===== config.mk =====
export PLATFORM = sky130hd
export DESIGN_NAME = eq_gain_ctrl_flat
export DESIGN_NICKNAME = d
export VERILOG_FILES = /design/src/rtl/eq_gain_ctrl_pkg.sv /design/src/rtl/eq_gain_ctrl_if.sv /design/src/rtl/eq_gain_ctrl_limiter.sv /design/src/rtl/eq_gain_ctrl.sv /design/src/flat_wrapper.sv
export SDC_FILE = /design/constraint.sdc
export NUM_CORES = 1
export LEC_CHECK = 0
export ABC_CLOCK_PERIOD_IN_PS = 2530
export CAP_MARGIN = 25
export CORE_MARGIN = 4
export CORE_UTILIZATION = 30
export DETAILED_ROUTE_END_ITERATION = 8
export GPL_TIMING_DRIVEN = 0
export PLACE_DENSITY_LB_ADDON = 0.15
export SYNTH_ARGS = -nofsm -noshare
export SYNTH_HDL_FRONTEND = slang
export SYNTH_SLANG_ARGS = --single-unit

===== constraint.sdc =====
create_clock -name pclk -period 2.53 [get_ports pclk]
set_input_delay 0.3795 -clock pclk [delete_from_list [all_inputs] [get_ports pclk]]
set_output_delay 0.3795 -clock pclk [all_outputs]
set_load 0.01 [all_outputs]

===== src/rtl/eq_gain_ctrl_pkg.sv =====
// Shared constants for the equalizer user-interface block: button bit
// positions, saturation defaults, config item ids and handshake FSM states.
package eq_ui_pkg;

    // Bit positions on the button_ord bus
    localparam int BTN_UP0   = 0;
    localparam int BTN_UP1   = 1;
    localparam int BTN_UP2   = 2;
    localparam int BTN_DN0   = 3;
    localparam int BTN_DN1   = 4;
    localparam int BTN_DN2   = 5;
    localparam int BTN_ZERO0 = 6;
    localparam int BTN_ZERO1 = 7;
    localparam int BTN_ZERO2 = 8;
    localparam int BTN_MUTE  = 9;
    localparam int BTN_VOLDN = 10;
    localparam int BTN_VOLUP = 11;
    localparam int BTN_W     = 12;

    // Default saturation limits
    localparam int GAIN_MAX_DEF = 12;
    localparam int GAIN_MIN_DEF = -12;
    localparam int VOL_MAX_DEF  = 63;

    // Config item ids sent to the coefficient loader
    localparam logic [1:0] CFG_SEL_BAND0 = 2'd0;
    localparam logic [1:0] CFG_SEL_BAND1 = 2'd1;
    localparam logic [1:0] CFG_SEL_BAND2 = 2'd2;
    localparam logic [1:0] CFG_SEL_VOL   = 2'd3;

    // Handshake FSM state encoding
    localparam logic [0:0] ST_IDLE = 1'b0;
    localparam logic [0:0] ST_SEND = 1'b1;

    // Index of the lowest set bit; callers only use it when some bit is set
    function automatic logic [1:0] lowest_set(input logic [3:0] bits);
        logic [1:0] idx;
        idx = 2'd0;
        for (int i = 3; i >= 0; i--) begin
            if (bits[i]) begin
                idx = 2'(i);
            end
        end
        return idx;
    endfunction

endpackage


===== src/rtl/eq_gain_ctrl_if.sv =====
// Valid/ready config channel from the equalizer UI to the coefficient loader.
interface eq_gain_ctrl_if;

    logic       cfg_valid;
    logic       cfg_ready;
    logic [1:0] cfg_sel;
    logic [7:0] cfg_data;

    // UI side produces items
    modport master (
        output cfg_valid,
        output cfg_sel,
        output cfg_data,
        input  cfg_ready
    );

    // Loader side consumes items
    modport slave (
        input  cfg_valid,
        input  cfg_sel,
        input  cfg_data,
        output cfg_ready
    );

endinterface


===== src/rtl/eq_gain_ctrl_limiter.sv =====
// Auto-repeat limiter for the two held volume buttons. A single countdown
// timer gates both directions so a held button steps at most once per
// REPEAT_CYC cycles, and the first press steps immediately.
module btn_repeat_limiter #(
    parameter int REPEAT_CYC = 2500000
) (
    input  logic pclk,
    input  logic rst,
    input  logic vol_up_lvl,
    input  logic vol_dn_lvl,
    output logic step_up,
    output logic step_dn
);

    localparam int TMR_W = (REPEAT_CYC > 1) ? $clog2(REPEAT_CYC) : 1;
    localparam logic [TMR_W-1:0] TMR_LOAD = TMR_W'(REPEAT_CYC - 1);
    localparam logic [TMR_W-1:0] TMR_ONE  = TMR_W'(1);

    logic [TMR_W-1:0] timer;
    logic             timer_idle;
    logic             both_held;

    assign timer_idle = (timer == '0);
    assign both_held  = vol_up_lvl && vol_dn_lvl;

    // Both buttons together cancel each other, so only a lone button steps
    assign step_up = vol_up_lvl && !vol_dn_lvl && timer_idle;
    assign step_dn = vol_dn_lvl && !vol_up_lvl && timer_idle;

    // Reload on every step, otherwise count down; holding both freezes it
    always_ff @(posedge pclk) begin
        if (rst) begin
            timer <= '0;
        end else if (step_up || step_dn) begin
            timer <= TMR_LOAD;
        end else if (!both_held && !timer_idle) begin
            timer <= timer - TMR_ONE;
        end
    end

endmodule


===== src/rtl/eq_gain_ctrl.sv =====
// Equalizer user-interface state: three band gains, master volume and mute,
// driven by decoded touch buttons. Every setting that actually changes is
// marked dirty and pushed to the coefficient loader one item at a time.
module eq_gain_ctrl
    import eq_ui_pkg::*;
#(
    parameter int GAIN_W     = 5,
    parameter int GAIN_MAX   = GAIN_MAX_DEF,
    parameter int GAIN_MIN   = GAIN_MIN_DEF,
    parameter int VOL_W      = 6,
    parameter int VOL_MAX    = VOL_MAX_DEF,
    parameter int VOL_RST    = 32,
    parameter int REPEAT_CYC = 2500000
) (
    input  logic                     pclk,
    input  logic                     rst,
    input  logic [BTN_W-1:0]         button_ord,
    output logic signed [GAIN_W-1:0] gain0,
    output logic signed [GAIN_W-1:0] gain1,
    output logic signed [GAIN_W-1:0] gain2,
    output logic [VOL_W-1:0]         volume,
    output logic                     mute,
    eq_gain_ctrl_if.master           cfg
);

    localparam logic signed [GAIN_W-1:0] G_MAX = GAIN_W'(GAIN_MAX);
    localparam logic signed [GAIN_W-1:0] G_MIN = GAIN_W'(GAIN_MIN);
    localparam logic signed [GAIN_W-1:0] G_ONE = GAIN_W'(1);
    localparam logic [VOL_W-1:0]         V_MAX = VOL_W'(VOL_MAX);
    localparam logic [VOL_W-1:0]         V_RST = VOL_W'(VOL_RST);
    localparam logic [VOL_W-1:0]         V_ONE = VOL_W'(1);

    logic signed [GAIN_W-1:0] gain_q [3];
    logic signed [GAIN_W-1:0] gain_d [3];
    logic [2:0]               band_chg;
    logic [VOL_W-1:0]         vol_q;
    logic [VOL_W-1:0]         vol_d;
    logic                     vol_chg;
    logic                     mute_q;
    logic                     mute_tog;
    logic                     step_up;
    logic                     step_dn;
    logic [3:0]               set_dirty;

    logic [0:0]               state;
    logic [3:0]               dirty;
    logic [3:0]               dirty_clr;
    logic [1:0]               pick_sel;
    logic [7:0]               pick_data;
    logic [1:0]               sel_q;
    logic [7:0]               data_q;

    btn_repeat_limiter #(
        .REPEAT_CYC (REPEAT_CYC)
    ) u_limiter (
        .pclk       (pclk),
        .rst        (rst),
        .vol_up_lvl (button_ord[BTN_VOLUP]),
        .vol_dn_lvl (button_ord[BTN_VOLDN]),
        .step_up    (step_up),
        .step_dn    (step_dn)
    );

    // Next band gains: zero beats up/down, opposing presses cancel, ends saturate
    always_comb begin
        for (int k = 0; k < 3; k++) begin
            gain_d[k] = gain_q[k];
            if (button_ord[BTN_ZERO0 + k]) begin
                gain_d[k] = '0;
            end else if (button_ord[BTN_UP0 + k] && !button_ord[BTN_DN0 + k]) begin
                if (gain_q[k] < G_MAX) begin
                    gain_d[k] = gain_q[k] + G_ONE;
                end
            end else if (button_ord[BTN_DN0 + k] && !button_ord[BTN_UP0 + k]) begin
                if (gain_q[k] > G_MIN) begin
                    gain_d[k] = gain_q[k] - G_ONE;
                end
            end
            band_chg[k] = (gain_d[k] != gain_q[k]);
        end
    end

    // Next volume from the limiter's step pulses, clamped to 0..VOL_MAX
    always_comb begin
        vol_d = vol_q;
        if (step_up && (vol_q < V_MAX)) begin
            vol_d = vol_q + V_ONE;
        end else if (step_dn && (vol_q != '0)) begin
            vol_d = vol_q - V_ONE;
        end
        vol_chg = (vol_d != vol_q);
    end

    assign mute_tog  = button_ord[BTN_MUTE];
    assign set_dirty = {mute_tog | vol_chg, band_chg};

    // User-visible settings registers
    always_ff @(posedge pclk) begin
        if (rst) begin
            for (int k = 0; k < 3; k++) begin
                gain_q[k] <= '0;
            end
            vol_q  <= V_RST;
            mute_q <= 1'b0;
        end else begin
            for (int k = 0; k < 3; k++) begin
                gain_q[k] <= gain_d[k];
            end
            vol_q  <= vol_d;
            mute_q <= mute_q ^ mute_tog;
        end
    end

    assign gain0  = gain_q[0];
    assign gain1  = gain_q[1];
    assign gain2  = gain_q[2];
    assign volume = vol_q;
    assign mute   = mute_q;

    // Pick the lowest pending item and snapshot its payload for launch from IDLE
    always_comb begin
        pick_sel  = lowest_set(dirty);
        dirty_clr = '0;
        case (pick_sel)
            CFG_SEL_BAND0: pick_data = 8'(gain_q[0]);
            CFG_SEL_BAND1: pick_data = 8'(gain_q[1]);
            CFG_SEL_BAND2: pick_data = 8'(gain_q[2]);
            default:       pick_data = {mute_q, 1'b0, 6'(vol_q)};
        endcase
        if ((state == ST_IDLE) && (dirty != '0)) begin
            dirty_clr[pick_sel] = 1'b1;
        end
    end

    // Handshake FSM and dirty tracking; a fresh change beats the launch clear
    always_ff @(posedge pclk) begin
        if (rst) begin
            state  <= ST_IDLE;
            dirty  <= 4'b1111;
            sel_q  <= CFG_SEL_BAND0;
            data_q <= '0;
        end else begin
            dirty <= (dirty & ~dirty_clr) | set_dirty;
            case (state)
                ST_IDLE: begin
                    if (dirty != '0) begin
                        sel_q  <= pick_sel;
                        data_q <= pick_data;
                        state  <= ST_SEND;
                    end
                end
                ST_SEND: begin
                    if (cfg.cfg_ready) begin
                        state <= ST_IDLE;
                    end
                end
                default: state <= ST_IDLE;
            endcase
        end
    end

    assign cfg.cfg_valid = (state == ST_SEND);
    assign cfg.cfg_sel   = sel_q;
    assign cfg.cfg_data  = data_q;

endmodule


===== src/flat_wrapper.sv =====
// flat-port wrapper written by rule: the top's interface ports become plain ports
module eq_gain_ctrl_flat import eq_ui_pkg::*;
#(
    parameter int GAIN_W     = 5,
    parameter int GAIN_MAX   = GAIN_MAX_DEF,
    parameter int GAIN_MIN   = GAIN_MIN_DEF,
    parameter int VOL_W      = 6,
    parameter int VOL_MAX    = VOL_MAX_DEF,
    parameter int VOL_RST    = 32,
    parameter int REPEAT_CYC = 2500000
)
  (pclk, rst, button_ord, gain0, gain1, gain2, volume, mute, cfg_cfg_valid, cfg_cfg_sel, cfg_cfg_data, cfg_cfg_ready);
  eq_gain_ctrl_if cfg_i ();
  input  logic pclk;
  input  logic rst;
  input  logic [BTN_W-1:0] button_ord;
  output logic signed [GAIN_W-1:0] gain0;
  output logic signed [GAIN_W-1:0] gain1;
  output logic signed [GAIN_W-1:0] gain2;
  output logic [VOL_W-1:0] volume;
  output logic mute;
  output wire logic [$bits(cfg_i.cfg_valid)-1:0] cfg_cfg_valid;
  output wire logic [$bits(cfg_i.cfg_sel)-1:0] cfg_cfg_sel;
  output wire logic [$bits(cfg_i.cfg_data)-1:0] cfg_cfg_data;
  input wire logic [$bits(cfg_i.cfg_ready)-1:0] cfg_cfg_ready;
  assign cfg_cfg_valid = cfg_i.cfg_valid;
  assign cfg_cfg_sel = cfg_i.cfg_sel;
  assign cfg_cfg_data = cfg_i.cfg_data;
  assign cfg_i.cfg_ready = cfg_cfg_ready;
  eq_gain_ctrl #(.GAIN_W(GAIN_W), .GAIN_MAX(GAIN_MAX), .GAIN_MIN(GAIN_MIN), .VOL_W(VOL_W), .VOL_MAX(VOL_MAX), .VOL_RST(VOL_RST), .REPEAT_CYC(REPEAT_CYC)) u_core (.pclk(pclk), .rst(rst), .button_ord(button_ord), .gain0(gain0), .gain1(gain1), .gain2(gain2), .volume(volume), .mute(mute), .cfg(cfg_i));
endmodule

==> flow_summary.toml, run 1 <==
[status]
status = "complete, no violations"

[grt]
grt_usage_pct = 15.4
grt_pass1_wl_um = 17800
antenna_found_initial = 0
grt_max_degree = 11
overflow = 0
grt_pass1_vias = 3470

[layout]
seqCellArea_um2 = 1180
multi_input_area_um2 = 2320
finish.instance_area_um2 = 4610
mostFrequentLayoutCells = "dfxtp_1 (59), clkdlybuf4s50_1 (42), nand2_1 (34), a21oi_1 (34), nor2_1 (28)"
fill_cells = 1281
area_growth_pct = 24.9
drive_gt1_share_pct = 6.91
diodes = 0
final_common_cell = "dfxtp_1"
fin_nets = 543

[worst_setup_path]
r2r_start = "u_core.gain_q[0][1]$_SDFF_PP0_"
endpoint_kind = "register"
rr_endpoint = "u_core.dirty[0]$_SDFF_PP1_"
startpoint = "button_ord[3]"
critPathKind = "input pin to register"
cp_data_required_time_ps = 2740
cp_data_arrival_time_ps = 2450
cp_max_fo = 8
cp-start-kind = "input pin"
r2r_setup_slack_ps = 340
worstRegToRegCells = 7

[routing]
top_layer_used = "met4"
drc = 0
met2_length_um = 5040
wl_met3_um = 403
wirelength_um = 10700
wl_per_cell_um = 16.0
route.antenna.remaining_nets = 0
wl_met1_um = 5020
vias_per_cell = 5.52
drt-initial-drc-count = 243
dr.pass1.iters = 4
vias = 3689

[clock_network]
cts.sinks = 59
root_buffer = "clkbuf_16"
clkTransAtPathRegs_ps = 50
cts_buffers = 9
worstSkewPairLatency_ps = 330
h-tree-depth = 3
post_cts_buffers = 0
cts_buffer_depth = 2
cts_tree = "done"

[power_and_ir_drop]
pwr-share-clk_pct = 28.9
p_sw_share_pct = 38.0
cellPowerDensity_nw_per_um2 = 973
max-vdd-ir-drop_uv = 586
sequentialPowerShare_pct = 30.8
switchingPower_mw = 1.71
total_power_mw = 4.48
cell_internal_pwr_mw = 2.78
p_leak_nw = 1.60
p_comb_share_pct = 40.4

[synth]
ys_warn_count = 0
synth.yosys.seq_area_share_pct = 32.0
ys_types = 65
syn_nets = 490
synthFlopType = "dfxtp_1"
syn_inst = 464
syn_area_um2 = 3690
ys_async_sr_fraction_pct = 0
syn_area_per_cell_um2 = 7.95
ys_seq_elements = 59
synth-edff-count = 0

[die]
core_area_um2 = 12000
initial_core_util_pct = 30.7
placementRows = 40
die_w_um = 119
io_pins = 48
die_y_um = 119
fp.dieArea_um2 = 14100

[timing]
slew_viol_final = 0
finalWorstSetupSlack_ps = 293
layout_min_cycle_time_ps = 2240
max_slew_margin_pct = 56.5
fin_crit_sh_pct = 88.4
tightestPinTransition_ps = 653
hold-worst-slack_ps = 457
setup_viol = 0
rsz0062_at_grt = "no"
final.setup_skew_ps = 5.37
hold_viol_final = 0
fmax_ghz = 0.447

[place]
numPortBuffers = 42
dp_slack_ps = -270
placed_area_um2 = 4290
dpl.hpwl_um = 7670
gp_congestion = 0.812

[hold_path]
holdPathStages = 2
min-delay-start = "u_core.cfg.cfg_data[0]$_SDFFE_PP0P_"
min_to = "u_core.cfg.cfg_data[0]$_SDFFE_PP0P_"
hp-class = "register to register"

[flow_run]
drv_cap = 0
==> layer usage <==
metal / vias to the layer above / GRT usage, %
li1: 1844 / -
met1: 1754 / 19.9
met2: 73 / 24.8
met3: 18 / 3.80
met4: 0 / 5.50
met5: - / 0
==> what timing repair did <==
item                       4_1_cts  5_1_grt
hold buffers                     0        0
setup endpoints to repair        0        8
resized for setup                0        2
==> synth_stat cells, drive strengths merged, types with 3 or more instances <==
| library cell | count | area [um^2] |
|---|---|---|
| nand4 | 6 | 37.5 |
| inv | 21 | 78.8 |
| o22ai | 10 | 62.6 |
| nand3b | 4 | 30.0 |
| o31ai | 5 | 37.5 |
| nor3b | 4 | 41.3 |
| and3 | 6 | 38.8 |
| or3 | 10 | 68.8 |
| xnor2 | 11 | 96.3 |
| buf | 6 | 31.3 |
| a211oi | 14 | 105 |
| a2111oi | 6 | 52.6 |
| ha | 11 | 138 |
| a22oi | 6 | 45.0 |
| o211ai | 3 | 22.5 |
| nor2 | 28 | 105 |
| dfxtp | 59 | 1180 |
| nand2b | 15 | 93.8 |
| a311oi | 6 | 52.6 |
| nand3 | 10 | 55.1 |
| a31oi | 5 | 31.3 |
| nor2b | 15 | 93.8 |
| o21ai | 20 | 100 |
| nor3 | 28 | 145 |
| or4 | 4 | 30.0 |
| mux2i | 4 | 40.0 |
| o21a | 6 | 45.0 |
| nand2 | 35 | 134 |
| a211o | 3 | 26.3 |
| a21oi | 34 | 170 |
| nor4 | 9 | 83.8 |
| nand4b | 3 | 26.3 |
| o2111ai | 4 | 35.0 |
| clkbuf | 21 | 78.8 |
| and2 | 4 | 25.0 |
==> worst max-delay path: stages <==
cell	delay, ps
clkdlybuf4s50_1	680
nand2b_1	140
o31ai_1	190
and3_1	210
mux2_2	340
or4_1	490
==> cell families (layout without fill, tap and decap cells) <==
kind of cell	after synthesis	count (layout)	synth area share [%]
muxes	6	6	1.70
DFF	59	59	32.0
xor gates and xnor gates	13	13	3.09
and+or+nand+nor	187	187	28.7
adders and majority gates	11	11	3.73
AOI/OAI and AO/OA	140	140	25.7
buffers and inverters	48	105	5.12
==> power groups by stage <==
| stage | logic (mW) | registers, mW | clock network [mW] |
|---|---|---|---|
| CTS | 1.83 | 1.38 | 1.32 |
| floorplan | 1.35 | 1.35 | 0 |
| detailed placement | 1.81 | 1.39 | 0 |
| global route | 2.04 | 1.41 | 1.37 |
| global placement | 1.79 | 1.39 | 0 |
| finish | 1.81 | 1.38 | 1.29 |
==> flip-flops by register name, summed over array words and instances (netlist names) <==
register,flops
u_core.dirty,4
u_core.cfg.cfg_valid,1
u_core.u_limiter.timer,22
u_core.gain_q,15
u_core.volume,6
u_core.cfg.cfg_data,8
u_core.mute,1
u_core.cfg.cfg_sel,2
==> per-stage QoR <==
stage	setup TNS [ps]	util, %	cells
5_1_grt	0	38.4	668
6_report	0	38.4	668
3_5_place_dp	-2620	35.8	653
4_1_cts	0	38.4	668
3_3_place_gp	-2250	35.8	653
2_1_floorplan	0	-	464
==> worst max path at each step <==
| stage | slack [ps] | to |
|---|---|---|
| global route | 170 | u_core.volume[2]$_SDFF_PP0_ |
| detailed placement | -270 | u_core.u_limiter.timer[4]$_SDFFE_PP0P_ |
| finish | 290 | u_core.dirty[0]$_SDFF_PP1_ |
| global placement | -230 | u_core.cfg.cfg_sel[0]$_SDFFE_PP0P_ |
| floorplan | 580 | u_core.dirty[0]$_SDFF_PP1_ |
| CTS | 80 | u_core.cfg.cfg_data[4]$_SDFFE_PP0P_ |
==> layout make-up <==
type | count | area share (%)
buffer | 27 | 2.42
timing repair buffer | 42 | 9.12
multi-input combinational | 357 | 50.3
tap | 147 | 3.99
inverter | 21 | 1.71
clock inverter | 1 | 0.651
clock buffer | 14 | 6.16
sequential | 59 | 25.6
Power figures use the tool's default switching activity.
==> inputs of run 2 (changes only) <==
MAX_ROUTING_LAYER = met4   (was unset)
==> run 2 against run 1 <==
Compared with the run above:
- largest cell class unchanged
- first-iteration DRC count increased by 19%
- worst hold slack about the same
- clock power about the same
- clock skew increased by 1.7 ps
- cell count unchanged
- count of clock-buffer cells in the layout unchanged
- sequential cell count unchanged
- non-clock buffer count unchanged
- global-route usage increased by 0.41 points
- final area unchanged
- worst setup slack got worse by 2.6 ps
- register-to-register slack about the same
==> flow_summary.toml, run 2 (synthesis gave the netlist of run 1 again) <==
[layout]
final_cells = 668
multi_input_area_um2 = 2320
fill_cells = 1281
area_growth_pct = 24.9
max_flop_register = "u_core.u_limiter.timer"
mostFrequentLayoutCells = "dfxtp_1 (59), clkdlybuf4s50_1 (42), nand2_1 (34), a21oi_1 (34), nor2_1 (28)"
diodes = 0
largest_register_ffs = 22
finish.instance_area_um2 = 4610
seqCellArea_um2 = 1180
drive_gt1_share_pct = 6.91
final_common_cell = "dfxtp_1"
fin_nets = 543

[timing]
setup_viol = 0
hold_viol_final = 0
max_slew_margin_pct = 56.5
final.setup_skew_ps = 7.06
layout_min_cycle_time_ps = 2240
slew_viol_final = 0
fmax_ghz = 0.446
setup-tns-final_ps = 0
fin_crit_sh_pct = 88.5
rsz0062_at_grt = "no"
tightestPinTransition_ps = 652

[die]
die_y_um = 119
fp.dieArea_um2 = 14100
die_w_um = 119
core_area_um2 = 12000
io_pins = 48
initial_core_util_pct = 30.7
placementRows = 40

[grt]
antenna_found_initial = 0
grt_usage_pct = 15.8
grt_pass1_vias = 3462
grt_pass1_wl_um = 17800
grt_max_degree = 11
overflow = 0

[routing]
drc = 0
wirelength_um = 10600
vias_per_cell = 5.53
dr.pass1.iters = 4
wl_per_cell_um = 15.9
drt-initial-drc-count = 288
vias = 3692
route.antenna.remaining_nets = 0

[clock_network]
cts.sinks = 59
post_cts_buffers = 0
worstSkewPairLatency_ps = 330
cts_buffers = 9
cts_buffer_depth = 2
root_buffer = "clkbuf_16"
cts_tree = "done"
clkTransAtPathRegs_ps = 50
h-tree-depth = 3

[status]
status = "complete, no violations"

[worst_setup_path]
worstRegToRegCells = 7
cp-start-kind = "input pin"
cp_data_arrival_time_ps = 2450
critPathKind = "input pin to register"
r2r_start = "u_core.gain_q[0][1]$_SDFF_PP0_"
cp_data_required_time_ps = 2740
cp_max_fo = 8
rr_endpoint = "u_core.dirty[0]$_SDFF_PP1_"
endpoint_kind = "register"
r2r_setup_slack_ps = 340

[power_and_ir_drop]
max-vdd-ir-drop_uv = 586
cellPowerDensity_nw_per_um2 = 973
p_leak_nw = 1.60
total_power_mw = 4.48

[flow_run]
drv_cap = 0

[hold_path]
hp-class = "register to register"
min_to = "u_core.cfg.cfg_data[0]$_SDFFE_PP0P_"
min-delay-start = "u_core.cfg.cfg_data[0]$_SDFFE_PP0P_"
holdPathStages = 2

[place]
gp_congestion = 0.824
placed_area_um2 = 4290
dpl.hpwl_um = 7670
placedCellCount = 653
numPortBuffers = 42
-- run 2: cell counts in the layout (fill, tap and decap cells not counted) --
No cell type changed its count.
-- run 2: how the worst max path moves through the flow --
stage	start	to	slack [ps]
after CTS	rst	u_core.cfg.cfg_data[4]$_SDFFE_PP0P_	80
after floorplan	u_core.gain_q[0][1]$_SDFF_PP0_	u_core.dirty[0]$_SDFF_PP1_	580
after global placement	rst	u_core.cfg.cfg_sel[0]$_SDFFE_PP0P_	-230
after detailed placement	rst	u_core.u_limiter.timer[4]$_SDFFE_PP0P_	-270
final	button_ord[3]	u_core.dirty[0]$_SDFF_PP1_	290
after global routing	u_core.volume[0]$_SDFF_PP0_	u_core.volume[2]$_SDFF_PP0_	160
-- run 2: per-stage QoR --
stage | util [%] | worst slack (ps) | hold slack (ps)
floorplan | - | 576 | 456
global placement | 35.8 | -231 | 444
detailed placement | 35.8 | -270 | 452
CTS | 38.4 | 81.3 | 460
global route | 38.4 | 164 | 492
finish | 38.4 | 290 | 457
-- run 2: report_power, final --
group / total [mW] / internal (mW) / switching, mW / leakage (nW)
Combinational: 1.81 / 0.790 / 1.02 / 0.967
Sequential: 1.38 / 1.13 / 0.254 / 0.482
Clock: 1.30 / 0.865 / 0.431 / 0.155
-- run 2: worst max-delay path: stages --
cell and delay (ps):
clkdlybuf4s50_1 680, nand2b_1 150, o31ai_1 190, and3_1 210, mux2_2 340, or4_1 490
-- run 2: per-layer routing --
metal  track usage, %  routed length [um]  up-vias  part of all wire, %
met2             24.9                5010       74                   47
met1             19.9                4960     1758                   47
met5                -                   0        -                    0
met3             3.66                 451       18                  4.2
met4             5.50                 203        0                  1.9
li1                 -                   -     1842                    -
-- run 2: area by class of cell --
cell class                 count  share of cell area [%]
sequential                    59                    25.6
clock inverter                 1                   0.651
buffer                        27                    2.42
tap                          147                    3.99
clock buffer                  14                    6.16
timing repair buffer          42                    9.12
multi-input combinational    357                    50.3
inverter                      21                    1.71
-- run 2: timing repair --
item / in CTS / in global routing
hold endpoints to repair: 0 / 0
endpoints found under the setup margin: 0 / 8
hold buffers: 0 / 0
resized for setup: 0 / 2
